**src/rtl/seq_pkg.sv**
```systemverilog
// Shared definitions for the serial sequence generator and the detectors it drives.
// Holds the transfer state encoding and the strobe logic levels.
package seq_pkg;

  typedef enum logic [1:0] {
    StIdle   = 2'd0,
    StSetup  = 2'd1,
    StStrobe = 2'd2,
    StDone   = 2'd3
  } seq_state_e;

  localparam logic Low  = 1'b0;
  localparam logic High = 1'b1;

endpackage

```
**src/rtl/sequence_generator_phase_timer.sv**
```systemverilog
// Phase duration timer: load starts a phase at count 1, expire_o is high while the
// count equals the latched terminal value. The count saturates there instead of wrapping.
module sequence_generator_phase_timer #(
  parameter int unsigned Width = 8
) (
  input  logic             clk,
  input  logic             reset,
  input  logic             load_i,
  input  logic [Width-1:0] terminal_i,
  output logic             expire_o
);

  logic [Width-1:0] cnt_q, cnt_d;

  assign expire_o = (cnt_q == terminal_i);

  always_comb begin
    cnt_d = cnt_q;
    if (load_i) begin
      cnt_d = Width'(1);
    end else if (!expire_o) begin
      cnt_d = cnt_q + Width'(1);
    end
  end

  always_ff @(posedge clk) begin
    if (reset) begin
      cnt_q <= '0;
    end else begin
      cnt_q <= cnt_d;
    end
  end

endmodule

```
**src/rtl/sequence_generator.sv**
```systemverilog
// Serial pattern transmitter: shifts a latched pattern out MSB-first, one update
// low-to-high strobe per bit, with a one-cycle done pulse after the final strobe.
module sequence_generator
  import seq_pkg::*;
#(
  parameter int unsigned PATTERN_WIDTH = 8,
  parameter int unsigned PERIOD_WIDTH  = 8,
  localparam int unsigned LenW         = $clog2(PATTERN_WIDTH + 1)
) (
  input  logic                     clk,
  input  logic                     reset,
  input  logic                     start_i,
  input  logic [PATTERN_WIDTH-1:0] pattern_i,
  input  logic [LenW-1:0]          length_i,
  input  logic [PERIOD_WIDTH-1:0]  half_period_i,
  output logic                     value_o,
  output logic                     update_o,
  output logic                     busy_o,
  output logic                     done_o
);

  seq_state_e                 state_q, state_d;
  logic [PATTERN_WIDTH-1:0]   shift_q, shift_d;
  logic [LenW-1:0]            len_q, len_d;
  logic [LenW-1:0]            bit_q, bit_d;
  logic [PERIOD_WIDTH-1:0]    hp_q, hp_d;
  logic                       value_q, value_d;
  logic                       update_q, update_d;
  logic                       busy_q, busy_d;
  logic                       done_q, done_d;
  logic [LenW-1:0]            eff_len;
  logic [PERIOD_WIDTH-1:0]    eff_hp;
  logic                       load;
  logic                       expire;

  assign eff_len = (length_i > LenW'(PATTERN_WIDTH)) ? LenW'(PATTERN_WIDTH) : length_i;
  assign eff_hp  = (half_period_i == '0) ? PERIOD_WIDTH'(1) : half_period_i;

  sequence_generator_phase_timer #(
    .Width(PERIOD_WIDTH)
  ) u_phase_timer (
    .clk       (clk),
    .reset     (reset),
    .load_i    (load),
    .terminal_i(hp_q),
    .expire_o  (expire)
  );

  always_comb begin
    state_d = state_q;
    shift_d = shift_q;
    len_d   = len_q;
    bit_d   = bit_q;
    hp_d    = hp_q;
    load    = Low;
    unique case (state_q)
      // DONE accepts start too, so a held start runs transfers back-to-back.
      StIdle, StDone: begin
        if (start_i) begin
          if (eff_len != '0) begin
            state_d = StSetup;
            // Left-align so the first bit to send always sits in the MSB.
            shift_d = pattern_i << (LenW'(PATTERN_WIDTH) - eff_len);
            len_d   = eff_len;
            hp_d    = eff_hp;
            bit_d   = LenW'(1);
            load    = High;
          end else begin
            state_d = StDone;
          end
        end else begin
          state_d = StIdle;
        end
      end
      StSetup: begin
        if (expire) begin
          state_d = StStrobe;
          load    = High;
        end
      end
      StStrobe: begin
        if (expire) begin
          if (bit_q == len_q) begin
            state_d = StDone;
          end else begin
            state_d = StSetup;
            shift_d = shift_q << 1;
            bit_d   = bit_q + LenW'(1);
            load    = High;
          end
        end
      end
      default: state_d = StIdle;
    endcase

    busy_d   = (state_d == StSetup) || (state_d == StStrobe);
    value_d  = busy_d ? shift_d[PATTERN_WIDTH-1] : Low;
    update_d = (state_d == StStrobe);
    done_d   = (state_d == StDone);
  end

  always_ff @(posedge clk) begin
    if (reset) begin
      state_q  <= StIdle;
      shift_q  <= '0;
      len_q    <= '0;
      bit_q    <= '0;
      hp_q     <= '0;
      value_q  <= Low;
      update_q <= Low;
      busy_q   <= Low;
      done_q   <= Low;
    end else begin
      state_q  <= state_d;
      shift_q  <= shift_d;
      len_q    <= len_d;
      bit_q    <= bit_d;
      hp_q     <= hp_d;
      value_q  <= value_d;
      update_q <= update_d;
      busy_q   <= busy_d;
      done_q   <= done_d;
    end
  end

  assign value_o  = value_q;
  assign update_o = update_q;
  assign busy_o   = busy_q;
  assign done_o   = done_q;

endmodule

```
**config.mk**
```make
export PLATFORM = sky130hd
export DESIGN_NAME = sequence_generator
export DESIGN_NICKNAME = d
export VERILOG_FILES = /design/src/rtl/seq_pkg.sv /design/src/rtl/sequence_generator_phase_timer.sv /design/src/rtl/sequence_generator.sv
export SDC_FILE = /design/constraint.sdc
export NUM_CORES = 1
export LEC_CHECK = 0
export BUFFER_PORTS_ARGS = -buffer_cell sky130_fd_sc_hd__buf_2
export CAP_MARGIN = 30
export CORE_ASPECT_RATIO = 1.25
export CORE_MARGIN = 8
export CORE_UTILIZATION = 38
export DETAILED_ROUTE_END_ITERATION = 16
export GPL_TIMING_DRIVEN = 1
export MAX_ROUTING_LAYER = met4
export PLACE_DENSITY_LB_ADDON = 0.2
export RECOVER_POWER = 50
export SLEW_MARGIN = 5
export SYNTH_ARGS = -nofsm -noshare
export SYNTH_HDL_FRONTEND = slang
export SYNTH_SLANG_ARGS = --single-unit
```
**constraint.sdc**
```tcl
create_clock -name clk -period 5.32 [get_ports clk]
set_input_delay 0.798 -clock clk [delete_from_list [all_inputs] [get_ports clk]]
set_output_delay 0.798 -clock clk [all_outputs]
set_load 0.1 [all_outputs]
```
After elaboration in Yosys (flattened, before gate mapping)
Index checks and enable logic that the tools add are counted.
{"block": "op_classes", "n_reduce_logical": 10, "mux": 26, "bitwise": 1, "n_shift": 1, "n_addsub": 3, "order_cmp": 1, "eq_ne": 13}
{"operator": "$mux W8", "n": 5}
{"operator": "$mux W4", "n": 5}
{"operator": "$pmux W8 S2", "n": 1}
{"operator": "$mux W2", "n": 5}
{"operator": "$ne A2 B2 Y1 const B", "n": 5}
{"operator": "$add A8 B1 Y8 const B", "n": 1}
{"operator": "$eq A2 B2 Y1 const B", "n": 4}
{"operator": "$eq A8 B8 Y1", "n": 1}
{"operator": "$logic_not A8 Y1", "n": 1}
{"operator": "$pmux W4 S2", "n": 1}
{"operator": "$shl A8 B4 Y8", "n": 1}
{"operator": "$mux W1", "n": 7}
{"operator": "$pmux W2 S3", "n": 1}
{"operator": "$reduce_or A2 Y1", "n": 3}
{"operator": "$reduce_and A5 Y1", "n": 1}
{"operator": "$add A4 B1 Y4 const B", "n": 1}
{"operator": "$eq A2 B1 Y1 const B", "n": 2}
{"operator": "$eq A4 B4 Y1", "n": 1}
{"operator": "$gt A4 B4 Y1 const B", "n": 1}
{"operator": "$reduce_bool A4 Y1", "n": 1}
{"operator": "$sub A4 B4 Y4 const A", "n": 1}
{"operator": "$pmux W1 S3", "n": 1}
{"operator": "$reduce_and A3 Y1", "n": 1}
{"operator": "$logic_not A2 Y1", "n": 1}
{"operator": "3 further kinds", "n": 3}
{"block": "totals", "output_inout_bits": 4, "reg_bits": 38, "wordCells": 67}

Logic depth before layout (Yosys ltp)
{"block": "logic_depth", "ltp_word": 10, "mapped_depth": 12, "ltp_nobuf": 9}

Cells and area by module
From an unflattened synthesis, not the netlist that was laid out.
{"block": "hier_totals", "cells_unflattened": 256, "hier_area_um2": 2218.4}
{"module": "sequence_generator", "seq_area_each_um2": 600.6, "n_inst": 1, "cells_per_inst": 197, "area_each_um2": 1697.9}
{"module": "sequence_generator_phase_timer", "seq_area_each_um2": 160.2, "n_inst": 1, "cells_per_inst": 59, "area_each_um2": 520.5}

Least setup slack after synthesis
Ideal clock, no wire load.
{"block": "synth_path", "path_kind": "input-to-reg", "startpoint": "in length_i[0]", "endpoint": "reg shift_q[0]", "t_arrival_ns": 2.853, "path_stages": 12, "path_buffers": 4, "setup_ns": 0.070, "path_slack_ns": 2.397, "path_cell_list": "clkbuf_1 -> nor2b_1 -> buf_2 -> inv_1 -> ha_1 -> or3b_1 -> buf_2 -> and2_1 -> buf_2 -> a21oi_2 -> or4_1 -> a21oi_1"}
{"block": "synth_via", "elab_chain_cells": 7, "word_cells_on_any_way": 10}
{"item": "start, declared", "line_no": "sequence_generator.sv:14", "rtl": "input logic [LenW-1:0] length_i,"}
{"item": "$gt A4 B4 Y1", "line_no": "sequence_generator.sv:36", "rtl": "assign eff_len = (length_i > LenW'(PATTERN_WIDTH)) ? LenW'(PATTERN_WIDTH) : length_i;"}
{"item": "$mux W4 *", "line_no": "sequence_generator.sv:36"}
{"item": "$sub A4 B4 Y4", "line_no": "sequence_generator.sv:63", "rtl": "shift_d = pattern_i << (LenW'(PATTERN_WIDTH) - eff_len);"}
{"item": "$shl A8 B4 Y8", "line_no": "sequence_generator.sv:63"}
{"item": "$mux W8", "line_no": "sequence_generator.sv:60", "rtl": "if (eff_len != '0) begin"}
{"item": "$mux W8", "line_no": "sequence_generator.sv:59", "rtl": "if (start_i) begin"}
{"item": "$pmux W8 S2", "line_no": "sequence_generator.sv:56", "rtl": "unique case (state_q)"}
{"item": "end signal, assigned", "line_no": "sequence_generator.sv:115", "rtl": "shift_q <= shift_d;"}
{"item": "end, declared", "line_no": "sequence_generator.sv:23", "rtl": "logic [PATTERN_WIDTH-1:0] shift_q, shift_d;"}
Mark *: on every way between the ends. The rest lies on a longest branch, timed or not. The select of a mux whose other input is x is not followed.
A chain may end at the register's enable or synchronous reset.

Final worst setup path
Same ends and word-level chain as after synthesis.

==> metrics.md <==
| Metric | Value |
|---|---|
| Via Count | 1844 |
| Critical Path Fanout Max | 16 |
| Fraction of the yosys area taken by sequential cells | 35.43% |
| Detail-routed net length per standard cell | 15.07 um |
| Clock tree root driver cell | clkbuf_8 |
| Critical Path Source Type | input port |
| Type of the worst setup path | input port to flop |
| Count of input and output buffers | 26 |
| Area of the core | 5443 um2 |
| Final Max Tran Viols | 0 |
| Antenna cell count | 0 |
| # resized after CTS | 0 |
| Gate count of the mapped netlist | 242 |
| Commonest non-fill, non-tap cells in the layout | dfxtp_1, nand2_1, a21oi_1 |
| Cell breakdown of the critical path | clkbuf_1, nor2b_1, inv_1, ha_1, or3b_1, and2_0, a21oi_2, or4_1, a21oi_1 |
| Worst clock skew | 0.005496 ns |
| Via count of the first global-routing pass | 1834 |
| Largest incremental delay on the critical path | 0.72 ns |
| Arrival time of data at the critical path endpoint | 3.85 ns |
| Hold buffer count at cts | 0 |
| Layout cell share with drive strength beyond 1 | 14.77% |
| Cell count after placement | 320 |
| Ys flop type | dfxtp_1 |
| Avg Vias per Cell | 5.622 |
| Total half-perimeter wirelength after legalization and detailed placement | 3.767 mm |
| Clock buffers created by TritonCTS | 5 |
| Count of yosys warnings during synthesis | 0 |
| Critical-path top delay cell | and2_0 |
| Final core utilization | 44.05% |
| Area after DPL | 2308 um2 |
| Final instance area | 2397 um2 |
| DRC marker count from the first detailed-route iteration | 161 |
| Fraction of registers with async set/reset | 0% |
| # Post-CTS Setup Buffers | 0 |
| Number of distinct library cells after synthesis | 51 |
| Total standard cell area after synthesis | 2147 um2 |
| Synthesized netlist net count | 273 |
| Die Span Y | 100.0 um |
| Worst Setup End Kind | flop |
| Relative max-transition margin | 22.16% |
| Leak Pwr | 0.9086 nW |
| Later-pin clock latency in the skew report | 0.29 ns |
| Average size of a mapped cell | 8.872 um2 |
| Unrepaired setup endpoints after global routing | no |
| Min Hold Slack | 0.4724 ns |
| Routability-driven placement congestion ratio | 0.7679 |
| Total number of clock tree sinks | 38 |
| Maximum clock rate | 275.7 MHz |
| Initial core utilization | 39.45% |
| CTS HTree Levels | 2 |
| Post-route setup TNS | 0 ns |
| Final nets | 294 |
| CTS tree | done |
| Ratio of final minimum period to clock period | 68.19% |
| Path type of the worst min-delay path | flop to flop |
| Flops & latches, synth | 38 |
| First-pass DRT Iterations | 4 |
| Most common library cell in the layout ignoring fill and taps | dfxtp_1 |
| Final wirelength | 4.944 mm |
| Wire length of the first global-routing pass | 8.349 mm |
| Worst ir drop on vdd | 0.1271 mV |
| Minimum clock period after layout | 3.628 ns |
| Power per cell area | 278.8 nW/um2 |
| Count of boundary I/O pins | 27 |
| Bufs on Longest Clock Path | 2 |
| Clock-pin slew of the registers on the worst-case setup and hold paths | 0.08 ns |
| Final cell count without fillers | 328 |
| Horizontal die dimension | 83.23 um |
| Largest net degree at the start of global routing | 28 |
| Number of maximum-capacitance violations | 0 |
| Synthesis-to-finish area growth | 11.66% |
| Count of final setup violators | 0 |
| Total gr overflow | 0 |
| Slew at the pin with the worst max-slew slack | 1.173 ns |
| Number of antenna violations at the first check in global routing | 0 |
| Total DRC errors in the routed layout | 0 |
| Total count of hold-check failures in the final report | 0 |
| Die Footprint | 8326 um2 |
| Antenna-violating nets left | 0 |
| Number of synthesized flops with an enable pin | 0 |
| Required time worst endpoint | 5.54 ns |
| Total number of placement rows | 30 |
| Total track usage | 12.13% |
| Top delay family on crit path | simple AND/OR/NAND/NOR gates |
| Result of the run | finished clean |
| Total buffers and inverters traversed by the critical path | 2 |
## synth_stat cells (all sizes together), types with 2 or more instances
cell	count	area [um2]
nand3	3	15.01
mux2i	3	30.03
mux4	5	112.6
o2bb2ai	2	17.52
o21ai	6	30.02
ha	8	100.1
a21oi	24	123.9
or4	4	30.03
inv	9	33.78
o2111ai	5	43.79
and3	3	18.77
a221o	2	20.02
nor4	3	25.02
o41ai	3	26.28
nor2b	6	40.04
clkbuf	8	30.03
a211o	2	17.52
dfxtp	38	760.7
xor2	11	96.34
a22oi	2	15.01
a311oi	2	17.52
nor3	4	20.02
nor2	12	45.04
and2	4	25.02
buf	4	18.76
xnor2	9	78.83
a22o	9	78.83
nand2	30	112.6
nand4	3	18.77
o31ai	2	15.01
## sequential cells by signal (all words and copies together), names as in the netlist
register and cells:
hp_q 8, shift_q 8, u_phase_timer.cnt_q 8, bit_q 4, len_q 4, state_q 2
busy_o 1, done_o 1, update_o 1, value_o 1
## worst paths after layout
| kind | start | to | slack (ns) | cells after the start |
|---|---|---|---|---|
| min | len_q[1] | len_q[1] | 0.47 | 2 |
| min reg2reg | len_q[1] | len_q[1] | 0.47 | 2 |
| max reg2reg | bit_q[0] | value_o | 2.55 | 9 |
| max | length_i[0] | shift_q[0] | 1.69 | 9 |
## routing by layer
layer,GRT usage [%],part of all wire [%]
met5,-,0
met4,4.472,1.6
met3,2.269,3.5
met2,20.32,47
met1,14.10,47
## cell type report
class | count | area (um2)
Fill cell | 539 | 3045
Multi-Input combinational cell | 183 | 1304
Timing Repair Buffer | 26 | 123.9
Clock inverter | 2 | 12.51
Clock buffer | 6 | 82.58
Sequential cell | 38 | 760.7
Inverter | 9 | 33.78
Tap cell | 64 | 80.08
## logic make-up (layout without fill, tap and decap cells)
kind of cell | after synthesis | in the layout | share of synthesized area [%]
AOI/OAI and AO/OA | 69 | 69 | 22.73
muxes | 9 | 9 | 7.168
buffers and inverters | 21 | 43 | 3.846
DFF | 38 | 38 | 35.43
and+or+nand+nor | 77 | 77 | 18.01
xor gates and xnor gates | 20 | 20 | 8.159
adders and majority gates | 8 | 8 | 4.662
## tightest hold or removal path, cell delays in order, from the launching register on
cell and delay (ns):
dfxtp_1 0.32, nand2_1 0.05, a21oi_1 0.05
## power breakdown
part / switching [W] / internal [W]
clock network: 0.000102 / 0.000104
logic: 0.0000965 / 0.0000536
registers: 0.0000138 / 0.000298
## per-stage QoR
stage                     setup slack (ns)  total power [W]
after detailed placement             1.717        0.0004690
after global routing                 1.423        0.0007060
after floorplan                      2.397        0.0004325
after global placement               1.808        0.0004683
final                                1.692        0.0006684
after CTS                            1.986        0.0006764
No activity file was read; power rests on OpenSTA's default activity.
